--- config.mk ---
export PLATFORM = sky130hd
export DESIGN_NAME = imem_fetch_ctrl
export DESIGN_NICKNAME = d
export VERILOG_FILES = /design/src/rtl/imem_fetch_ctrl.sv
export SDC_FILE = /design/constraint.sdc
export NUM_CORES = 1
export LEC_CHECK = 0
export ABC_AREA = 1
export CORE_MARGIN = 2
export CORE_UTILIZATION = 52
export DETAILED_ROUTE_END_ITERATION = 16
export HOLD_SLACK_MARGIN = 0.03
export PLACE_DENSITY = 0.78
export SYNTH_ARGS = -nofsm -noshare
export SYNTH_HDL_FRONTEND = slang
export SYNTH_SLANG_ARGS = --single-unit
--- constraint.sdc ---
create_clock -name clk -period 2.05 [get_ports clk]
set_input_delay 0.41 -clock clk [delete_from_list [all_inputs] [get_ports clk]]
set_output_delay 0.41 -clock clk [all_outputs]
set_load 0.02 [all_outputs]
--- src/rtl/imem_fetch_ctrl.sv ---
// Instruction-fetch sequencer: owns the PC, buffers imem words in a
// small FIFO and hands {pc, instr, fault} to decode over valid/ready.
module imem_fetch_ctrl #(
    parameter logic [31:0] RESET_PC   = 32'h0000_0000,
    parameter int          FIFO_DEPTH = 2
) (
    input  logic        clk,
    input  logic        rst_n,
    input  logic        fetch_en,
    input  logic        redirect_valid,
    input  logic [31:0] redirect_pc,
    output logic [31:0] imem_addr,
    input  logic [31:0] imem_instr,
    output logic        if_valid,
    input  logic        if_ready,
    output logic [31:0] if_pc,
    output logic [31:0] if_instr,
    output logic        if_fault,
    output logic [31:0] fetch_count
);

    localparam int AW = (FIFO_DEPTH > 1) ? $clog2(FIFO_DEPTH) : 1;
    localparam logic [AW:0] DEPTH = (AW + 1)'(FIFO_DEPTH);
    localparam logic [31:0] NOP = 32'h0000_0013;

    typedef enum logic {
        RUN,
        FAULT
    } state_t;

    state_t      state;
    logic        fault_pend;
    logic [31:0] pc;

    logic [31:0] buf_pc    [FIFO_DEPTH];
    logic [31:0] buf_instr [FIFO_DEPTH];
    logic        buf_fault [FIFO_DEPTH];
    logic [AW-1:0] wr_ptr;
    logic [AW-1:0] rd_ptr;
    logic [AW:0]   count;

    logic pop;
    logic push_run;
    logic push_fault;
    logic push;
    logic [31:0] wr_instr;

    // Handshake and push qualification; redirect overrides everything
    always_comb begin
        pop        = (count != '0) && if_ready;
        push_run   = !redirect_valid && (state == RUN) && fetch_en
                     && ((count < DEPTH) || pop);
        push_fault = !redirect_valid && fault_pend;
        push       = push_run || push_fault;
        wr_instr   = push_fault ? NOP : imem_instr;
    end

    // PC, fetch state and fault-entry scheduling
    always_ff @(posedge clk or negedge rst_n) begin
        if (!rst_n) begin
            pc         <= RESET_PC;
            state      <= RUN;
            fault_pend <= 1'b0;
        end else if (redirect_valid) begin
            pc         <= redirect_pc;
            if (redirect_pc[1:0] == 2'b00) begin
                state      <= RUN;
                fault_pend <= 1'b0;
            end else begin
                state      <= FAULT;
                fault_pend <= 1'b1;
            end
        end else begin
            fault_pend <= 1'b0;
            if (push_run) begin
                pc <= pc + 32'd4;
            end
        end
    end

    // Fetch buffer storage, pointers and occupancy
    always_ff @(posedge clk or negedge rst_n) begin
        if (!rst_n) begin
            for (int i = 0; i < FIFO_DEPTH; i++) begin
                buf_pc[i]    <= '0;
                buf_instr[i] <= '0;
                buf_fault[i] <= 1'b0;
            end
            wr_ptr <= '0;
            rd_ptr <= '0;
            count  <= '0;
        end else if (redirect_valid) begin
            wr_ptr <= '0;
            rd_ptr <= '0;
            count  <= '0;
        end else begin
            if (push) begin
                buf_pc[wr_ptr]    <= pc;
                buf_instr[wr_ptr] <= wr_instr;
                buf_fault[wr_ptr] <= push_fault;
                wr_ptr            <= wr_ptr + AW'(1);
            end
            if (pop) begin
                rd_ptr <= rd_ptr + AW'(1);
            end
            count <= count + {{AW{1'b0}}, push} - {{AW{1'b0}}, pop};
        end
    end

    // Count of accepted entries; flushed pops are not counted
    always_ff @(posedge clk or negedge rst_n) begin
        if (!rst_n) begin
            fetch_count <= '0;
        end else if (!redirect_valid && pop) begin
            fetch_count <= fetch_count + 32'd1;
        end
    end

    assign imem_addr = pc;
    assign if_valid  = (count != '0);
    assign if_pc     = buf_pc[rd_ptr];
    assign if_instr  = buf_instr[rd_ptr];
    assign if_fault  = buf_fault[rd_ptr];

endmodule

==> results of run 1 <==
## layer usage
| metal | share of wire [%] | vias up |
|---|---|---|
| met2 | 47 | 324 |
| li1 | - | 4629 |
| met4 | 1.9 | 0 |
| met1 | 43 | 4338 |
| met3 | 7.5 | 44 |
| met5 | 0 | - |
## power by group through the flow
stage / Clock (mW) / Combinational (mW) / Sequential [mW]
after floorplan: 0 / 2.93 / 5.78
after global placement: 0 / 5.29 / 5.76
after detailed placement: 0 / 5.39 / 5.80
after CTS: 3.41 / 5.17 / 5.74
after global routing: 3.59 / 5.57 / 5.90
final: 3.35 / 5.02 / 5.75
## sequential cells by signal, summed over array words and instances, names as in the netlist
register,cells
buf_instr,64
count,2
rd_ptr,1
state,1
buf_pc,64
wr_ptr,1
buf_fault,2
fetch_count,32
fault_pend,1
imem_addr,32
## tightest hold or removal path, stage by stage, from the launching register on
cell and delay (ns):
dfrtp_1 0.34, nand2_1 0.05, o21ai_0 0.06
## final cells by class
class	instances	area, sq um	share of cell area, %
multi-input combinational	990	4330	33.4
sequential	200	5010	38.6
timing repair buffer	236	2330	17.9
tap	260	325	2.51
clock inverter	14	156	1.20
inverter	106	405	3.12
clock buffer	18	429	3.31
## kinds of logic after synthesis
logic type               after synthesis  synth area share [%]
AND/OR/NAND/NOR                      786                  31.0
flip-flops                           200                  49.7
XOR/XNOR                              30                  2.61
adder cells (fa/ha/maj)                4                 0.497
AO/OA/AOI/OAI                        170                  8.73
buffers and inverters                162                  7.46
## synth_stat cells
cell | number | area share, %
buf_1 | 3 | 0.11
xor2_1 | 18 | 1.6
nor2_4 | 2 | 0.22
nand2_4 | 1 | 0.11
nor2_1 | 99 | 3.7
nor3_1 | 1 | 0.050
o21ai_1 | 112 | 5.6
nand4_1 | 11 | 0.68
o221ai_1 | 2 | 0.17
o211ai_1 | 7 | 0.52
inv_4 | 1 | 0.062
inv_2 | 2 | 0.075
nor2_2 | 7 | 0.43
a31oi_1 | 1 | 0.062
buf_2 | 8 | 0.40
nand3b_1 | 2 | 0.15
buf_6 | 14 | 1.6
buf_4 | 7 | 0.52
nand3_1 | 49 | 2.4
and2_1 | 3 | 0.19
nand4_4 | 1 | 0.21
o21bai_1 | 1 | 0.075
nand2_2 | 3 | 0.19
ha_1 | 4 | 0.50
a21oi_1 | 3 | 0.15
clkbuf_1 | 24 | 0.89
o21ai_0 | 44 | 2.2
dfrtp_1 | 200 | 50
nand2_1 | 606 | 23
xnor2_1 | 12 | 1.0
nand3_2 | 1 | 0.099
inv_1 | 103 | 3.8
## through the flow
stage          hold slack, ns  utilization, %  cells  setup slack, ns
2_1_floorplan           0.114               -   1352            0.383
3_3_place_gp            0.420            66.3   1790          -0.0216
3_5_place_dp            0.418            66.3   1790          -0.0742
4_1_cts                 0.491            69.7   1823          -0.0154
5_1_grt                 0.497            68.9   1824          -0.0219
6_report                0.484            68.9   1824           0.0437
## layout by cell type, fill, tap and decap left out, types with 2 or more instances in the layout
cell type	count
dlymetal6s2s_1	2
xor2_1	18
and2_1	3
clkinv_4	4
o21ai_0	44
ha_1	4
nor2_4	2
buf_12	14
nor2_2	7
buf_8	3
inv_1	102
dfrtp_1	199
inv_2	2
nand2_4	3
nand2_1	606
inv_6	3
nor2_1	99
nand3_1	49
a21oi_1	3
inv_8	4
clkdlybuf4s15_2	24
buf_2	10
clkdlybuf4s15_1	2
nand3b_1	2
clkbuf_16	18
buf_4	19
clkdlybuf4s50_1	130
o221ai_1	2
o211ai_1	7
o21ai_1	112
clkbuf_2	29
nand4_1	11
xnor2_1	12
## what timing repair did
action | CTS | global route
resized for setup | 155 | 59
hold buffers | 1 | 0
buffers inserted | 0 | 0
cloned | 0 | 1
endpoints found under the setup margin | 65 | 66
endpoints found under the hold margin | 50 | 0
## how the worst min path moves through the flow
| stage | from | to | slack [ns] | cells past startpoint |
|---|---|---|---|---|
| after floorplan | rst_n | buf_fault[0] | 0.11 | 0 |
| after global routing | buf_pc[45] | buf_pc[45] | 0.50 | 2 |
| after CTS | buf_pc[45] | buf_pc[45] | 0.49 | 2 |
| final | buf_pc[45] | buf_pc[45] | 0.48 | 2 |
| after detailed placement | rst_n | buf_instr[57] | 0.42 | 1 |
| after global placement | rst_n | buf_instr[57] | 0.42 | 1 |
==> results.yml, run 1 <==
floorplan:
  die-area_sq_mm: 0.0205
  die_w_um: 143
  die_height_um: 143
  initial_core_util_pct: 53.5
  coreArea_sq_mm: 0.0188
  rows: 50
  pin_count: 199
worst_setup_path:
  crit_arrival_ns: 1.60
  r2r_cells: 7
  rrSetupSlack_ns: 0.24
  slowest_delay_ns: 0.70
  critPathBufInv: 1
  crit_required_ns: 1.64
  cp_max_fo: 6
  crit_type: "reg -> out"
  crit_start: "imem_addr[15]"
  crit_path_end: "imem_addr[15]"
  critPathLaunchType: "register"
  cp-end-kind: "output pin"
  path_cells: "clkdlybuf4s50_1"
  path_depth: 1
  r2r-end: "imem_addr[31]"
  r2r-start: "imem_addr[12]"
  crit_family: "buffers and inverters"
  critPathSlowestCell: "clkdlybuf4s50_1"
cells_and_area:
  fill_cells: 1556
  final_area_sq_mm: 0.0130
  drive_above_1_share_pct: 9.72
  antenna_cells: 0
  final_nets: 1624
  syn_to_final_growth_pct: 28.8
placement:
  place_area_sq_mm: 0.0125
  dpl.hpwl_um: 19800
  io_buffers: 198
  gp_congestion: 0.961
sta:
  rsz0062_at_grt: "true"
  min_period_ns: 2.01
  fmax_mhz: 498
  finalClockSkew_ns: 0.0144
  setup_viol: 0
  worst_pin_slew_ns: 0.513
  finalCritPeriodShare_pct: 97.9
  finalSetupTns_ns: 0
  drv_slew: 0
  hold_viol: 0
  slew_headroom_pct: 65.8
grt:
  first_global_vias: 8928
  overflow: 0
  grtUsageMet3_pct: 6.34
  busiest_layer: "met2"
  antenna_found_initial: 0
  grt_max_degree: 57
  grt_util_met1_pct: 37.6
  grt_pass1_wl_um: 44800
  grt_use_total_pct: 27.8
  gr-usage-met2_pct: 45.3
logic_synthesis:
  yosysWarnings: 0
  seq_area_frac_synth_pct: 49.7
  syn_avg_cell_area_sq_um: 7.45
  yosysUniqueCellTypes: 32
  synth-seq-cells: 200
  synthCells: 1352
  syn-num-nets: 1425
  synth_area_sq_mm: 0.0101
clock_network:
  htreeDepth: 4
  clock_latency_ns: 0.43
  clock-root-buffer: "clkbuf_16"
  cts_buffer_depth: 2
  cts.clk_slew.worst_paths_ns: 0.07
  cts_tree: "done"
  cts.sinks: 200
  cts_buffers: 17
power_and_ir_drop:
  clkPwrFrac_pct: 23.7
  p_switching_mw: 5.37
  peakVddDrop_v: 0.000742
  power_frac_comb_pct: 35.6
  p_leak_nw: 6.35
  seq_power_share_pct: 40.7
  total_power_mw: 14.1
  p_sw_share_pct: 38.0
  p_int_mw: 8.76
  pwr_density_cell_mw_per_mm2: 1090
status:
  outcome: "finished clean"
route:
  drc: 0
  drt_wl_total_um: 27500
  wl_per_cell_um: 15.1
  vias_per_cell: 5.12
  detail-route-antenna-nets: 0
  drtIter0Drc: 572
  vias: 9335
  drt_pass1_iterations: 5
min_path:
  holdCritPathClass: "reg -> reg"
flow_run:
  drv_cap: 0
(Power assumes the default switching activity.)
==> run 2, diff against run 1 <==
- CAP_MARGIN: unset -> 20
- CORE_MARGIN: 2 -> 3
==> run 2 against run 1 <==
Flip-flop and latch count did not move; die area rose by 2.8%; design area rose by 0.14%; critical path type unchanged.
==> results.yml, run 2 (synthesis results as in run 1) <==
sta:
  worst_pin_slew_ns: 0.541
  drv_slew: 0
  fmax_mhz: 497
  min_period_ns: 2.01
  setup_slack_ns: 0.0360
  setup_viol: 0
  finalCritPeriodShare_pct: 98.2
  hold_slack_ns: 0.487
  slew_headroom_pct: 63.9
  finalClockSkew_ns: 0.00970
  hold_viol: 0
  rsz0062_at_grt: "true"
floorplan:
  rows: 50
  initial_core_util_pct: 53.3
  pin_count: 199
  die-area_sq_mm: 0.0211
  die_w_um: 145
  die_height_um: 145
  coreArea_sq_mm: 0.0189
grt:
  grt_use_total_pct: 27.4
  grt_max_degree: 60
  grtUsageMet3_pct: 6.56
  overflow: 0
  grt_pass1_wl_um: 47500
  first_global_vias: 9303
  busiest_layer: "met2"
  grt_util_met1_pct: 35.6
  gr-usage-met2_pct: 45.9
  antenna_found_initial: 2
worst_setup_path:
  crit_arrival_ns: 1.60
  rrSetupSlack_ns: 0.20
  cpMostUsedCell: "nand2_1"
  r2r_cells: 8
  crit_type: "reg -> out"
  path_cells: "clkinv_4 > buf_12 > nand2_1 > nand2_1 > clkdlybuf4s15_2"
  r2r-start: "fetch_count[0]"
  r2r-end: "fetch_count[16]"
  crit_required_ns: 1.64
  slowest_delay_ns: 0.47
  cp-end-kind: "output pin"
  critPathLaunchType: "register"
  cp_max_fo: 16
  critPathSlowestCell: "dfrtp_2"
placement:
  dpl.hpwl_um: 20500
  gp_congestion: 0.893
  place_inst: 1798
  io_buffers: 198
  dp_worst_setup_slack_ns: -0.0700
  place_area_sq_mm: 0.0126
clock_network:
  cts_buffer_depth: 2
  clock_latency_ns: 0.43
  clock-root-buffer: "clkbuf_16"
  cts.sinks: 200
  htreeDepth: 4
  cts_tree: "done"
  cts_buffers: 17
  cts.clk_slew.worst_paths_ns: 0.07
cells_and_area:
  final_common_cell: "nand2_1"
  reg.largest.list: "buf_instr x64, buf_pc x64"
  seq_area_sq_mm: 0.00501
  drive_above_1_share_pct: 10.4
  final_util_pct: 68.8
  fill_cells: 1640
  final_area_sq_mm: 0.0130
  layout_common_cells: "606 x nand2_1, 199 x dfrtp_1, 130 x clkdlybuf4s50_1"
  syn_to_final_growth_pct: 29.0
  antenna_cells: 0
  final_nets: 1633
  fin_cells: 1833
  multi_input_area_sq_mm: 0.00433
min_path:
  hold_start: "buf_pc[47]"
  holdCritPathClass: "reg -> reg"
  min_path_cells: 2
  hold_end: "buf_pc[47]"
power_and_ir_drop:
  pwr_density_cell_mw_per_mm2: 1100
  peakVddDrop_v: 0.000664
  p_leak_nw: 6.40
route:
  detail-route-antenna-nets: 0
  wl_per_cell_um: 15.7
  drt_pass1_iterations: 5
  drc: 0
  drtIter0Drc: 561
  vias: 9472
  drt_wl_total_um: 28900
  vias_per_cell: 5.17
status:
  outcome: "finished clean"
flow_run:
  drv_cap: 0
-- run 2: cell types whose count changed in the layout (fill, tap and decap cells not counted), sizes merged --
cell | previous run | this run
buf | 46 | 94
clkbuf | 49 | 24
clkdlybuf4s15 | 26 | 13
clkinv | 6 | 3
clkinvlp | 1 | 4
inv | 112 | 110
bufinv | 1 | 2
-- run 2: where the power goes --
group | total, mW | switching [mW] | internal (mW) | leakage, nW
clock | 3.45 | 1.57 | 1.87 | 0.285
sequential | 5.76 | 0.710 | 5.05 | 2.53
combinational | 5.04 | 3.09 | 1.95 | 3.58
-- run 2: how the worst max path moves through the flow --
stage	start	end	slack [ns]	depth (start not counted)
after floorplan	redirect_valid	count[1]	0.38	10
after global placement	if_ready	count[1]	-0.04	11
after detailed placement	if_ready	count[1]	-0.07	11
after CTS	rd_ptr	if_pc[18]	-0.02	4
after global routing	rd_ptr	if_pc[11]	-0.02	5
final	rd_ptr	if_pc[11]	0.04	5
-- run 2: layout make-up --
| class | instances | area share, % |
|---|---|---|
| sequential | 200 | 38.5 |
| multi-input combinational | 990 | 33.3 |
| timing repair buffer | 245 | 17.9 |
| clock buffer | 19 | 3.41 |
| inverter | 106 | 3.12 |
| tap | 260 | 2.50 |
| clock inverter | 13 | 1.25 |
-- run 2: metal layers --
| layer | vias to the layer above | wire, um |
|---|---|---|
| met1 | 4439 | 12100 |
| met2 | 348 | 14000 |
| met3 | 46 | 2240 |
| met4 | 4 | 522 |
| met5 | - | 21 |
| li1 | 4635 | - |
-- run 2: per-stage QoR --
step                power [mW]  TNS (ns)
detailed placement        11.2    -0.129
floorplan                 8.71         0
global route              15.1   -0.0912
finish                    14.2         0
CTS                       14.5   -0.0435
global placement          11.1   -0.0638
-- run 2: repair_timing --
action | in CTS | in global routing
setup endpoints to repair | 65 | 53
hold endpoints to repair | 51 | 0
gates cloned | 0 | 2
hold buffers | 1 | 0
setup buffers | 0 | 0
resized for setup | 199 | 57
-- run 2: worst max-delay path: cells and delay by family (launching register included) --
family,cells,cell delay (ns)
flip-flops,1,0.47
AND/OR/NAND/NOR,2,0.11
buffers and inverters,3,0.60
==> run 3, diff against run 2 <==
- SKIP_CTS_REPAIR_TIMING: unset -> 1
==> run 3 against run 2 <==
The flow now finishes with violations (setup timing); design area hardly changed; routed wire length is 1.2% lower; clock power hardly changed; sequential power hardly changed; non-clock buffer count is 2 lower; sequential share of layout area hardly changed; critical path depth stayed put; combinational power is 1% lower; clock skew is 0.00059 ns lower; hold slack better by 0.00081 ns; largest power group unchanged; highest routed layer unchanged.
==> results.yml, run 3 (synthesis results as in run 1) <==
sta:
  slew_headroom_pct: 64.1
  setup_slack_ns: -0.311
  min_period_ns: 2.36
  finalCritPeriodShare_pct: 115
  hold_viol: 0
  finalClockSkew_ns: 0.00911
  rsz0062_at_grt: "true"
  hold_slack_ns: 0.488
  drv_slew: 0
  worst_pin_slew_ns: 0.538
  setup_viol: 1
  fmax_mhz: 424
cells_and_area:
  fill_cells: 1633
  seq_area_sq_mm: 0.00501
  drive_above_1_share_pct: 9.04
  final_area_sq_mm: 0.0130
  final_nets: 1631
  fin_cells: 1831
  final_common_cell: "nand2_1"
  antenna_cells: 0
  final_util_pct: 68.8
  reg.largest.list: "buf_instr x64, buf_pc x64"
  layout_common_cells: "606 x nand2_1, 199 x dfrtp_1, 130 x clkdlybuf4s50_1"
  multi_input_area_sq_mm: 0.00433
  syn_to_final_growth_pct: 29.0
route:
  vias: 9447
  drtIter0Drc: 577
  drt_pass1_iterations: 5
  drt_wl_total_um: 28500
  vias_per_cell: 5.16
  wl_per_cell_um: 15.6
  detail-route-antenna-nets: 0
  drc: 0
clock_network:
  cts_buffers: 17
  cts_tree: "done"
  cts.clk_slew.worst_paths_ns: 0.07
  cts_buffer_depth: 2
  cts.sinks: 200
  htreeDepth: 4
  clock_latency_ns: 0.43
  clock-root-buffer: "clkbuf_16"
power_and_ir_drop:
  clkPwrFrac_pct: 24.2
  seq_power_share_pct: 40.6
  power_frac_comb_pct: 35.2
  p_sw_share_pct: 37.6
  peakVddDrop_v: 0.000652
  p_int_mw: 8.85
  p_leak_nw: 6.59
  pwr_density_cell_mw_per_mm2: 1090
  total_power_mw: 14.2
  p_switching_mw: 5.33
floorplan:
  die_w_um: 145
  rows: 50
  die-area_sq_mm: 0.0211
  coreArea_sq_mm: 0.0189
  pin_count: 199
  initial_core_util_pct: 53.3
  die_height_um: 145
worst_setup_path:
  path_cells: "inv_2 > buf_12 > nand2_1 > nand2_1 > clkdlybuf4s50_1"
  critPathBufInv: 3
  crit_arrival_ns: 1.95
  crit_type: "reg -> out"
  critPathLaunchType: "register"
  cpMostUsedCell: "nand2_1"
  cp-end-kind: "output pin"
  critPathSlowestCell: "clkdlybuf4s50_1"
  crit_family: "buffers and inverters"
  crit_required_ns: 1.64
  cp_max_fo: 32
  slowest_delay_ns: 0.59
grt:
  grt_max_degree: 60
  grt_use_total_pct: 27.3
  overflow: 0
  antenna_found_initial: 2
  grt_pass1_wl_um: 47400
  first_global_vias: 9315
placement:
  io_buffers: 198
  place_area_sq_mm: 0.0126
  place_inst: 1798
  dpl.hpwl_um: 20500
  gp_congestion: 0.893
status:
  violations: "setup timing"
  outcome: "finished, violations left"
min_path:
  holdCritPathClass: "reg -> reg"
flow_run:
  drv_cap: 0
## run 3: worst paths after layout
kind,start,to,slack [ns],cells past startpoint
min in group asynchronous,rst_n,buf_instr[25],0.52,2
max in group asynchronous,rst_n,buf_instr[33],0.86,3
hold / removal,buf_pc[47],buf_pc[47],0.49,2
hold reg to reg,buf_pc[47],buf_pc[47],0.49,2
setup / recovery,rd_ptr,if_instr[5],-0.31,5
setup reg to reg,fetch_count[0],fetch_count[16],0.21,8
## run 3: layout make-up
type / count / share of cell area, %
clock inverters: 13 / 1.25
repair buffers: 243 / 17.9
multi-input cells: 990 / 33.3
inverters: 106 / 3.08
clock buffers: 19 / 3.41
flip-flops and latches: 200 / 38.5
well taps: 260 / 2.50
## run 3: metal layers
layer,track usage [%],wire length (um),vias up
li1,-,-,4631
met1,35.4,12100,4417
met2,45.9,13800,349
met3,6.59,2110,46
met4,8.21,501,4
met5,0,21,-
## run 3: power by group through the flow
stage	combinational (mW)	clock (mW)	sequential (mW)
4_1_cts	5.47	3.49	5.74
6_report	4.99	3.44	5.75
3_5_place_dp	5.44	0	5.79
5_1_grt	5.53	3.67	5.89
3_3_place_gp	5.32	0	5.76
2_1_floorplan	2.93	0	5.78
## run 3: through the flow
step / setup WS [ns] / TNS, ns
floorplan: 0.383 / 0
global placement: -0.0415 / -0.0638
global route: -0.366 / -0.404
detailed placement: -0.0700 / -0.129
finish: -0.311 / -0.311
CTS: -0.381 / -21.69
## run 3: worst reg2reg max path, stage by stage, from the launching register on
cell	delay, ns
dfrtp_1	0.42
ha_1	0.20
inv_1	0.07
nor2_1	0.24
nand2_1	0.09
nor2_1	0.36
nand2_1	0.13
xor2_1	0.17
inv_1	0.05
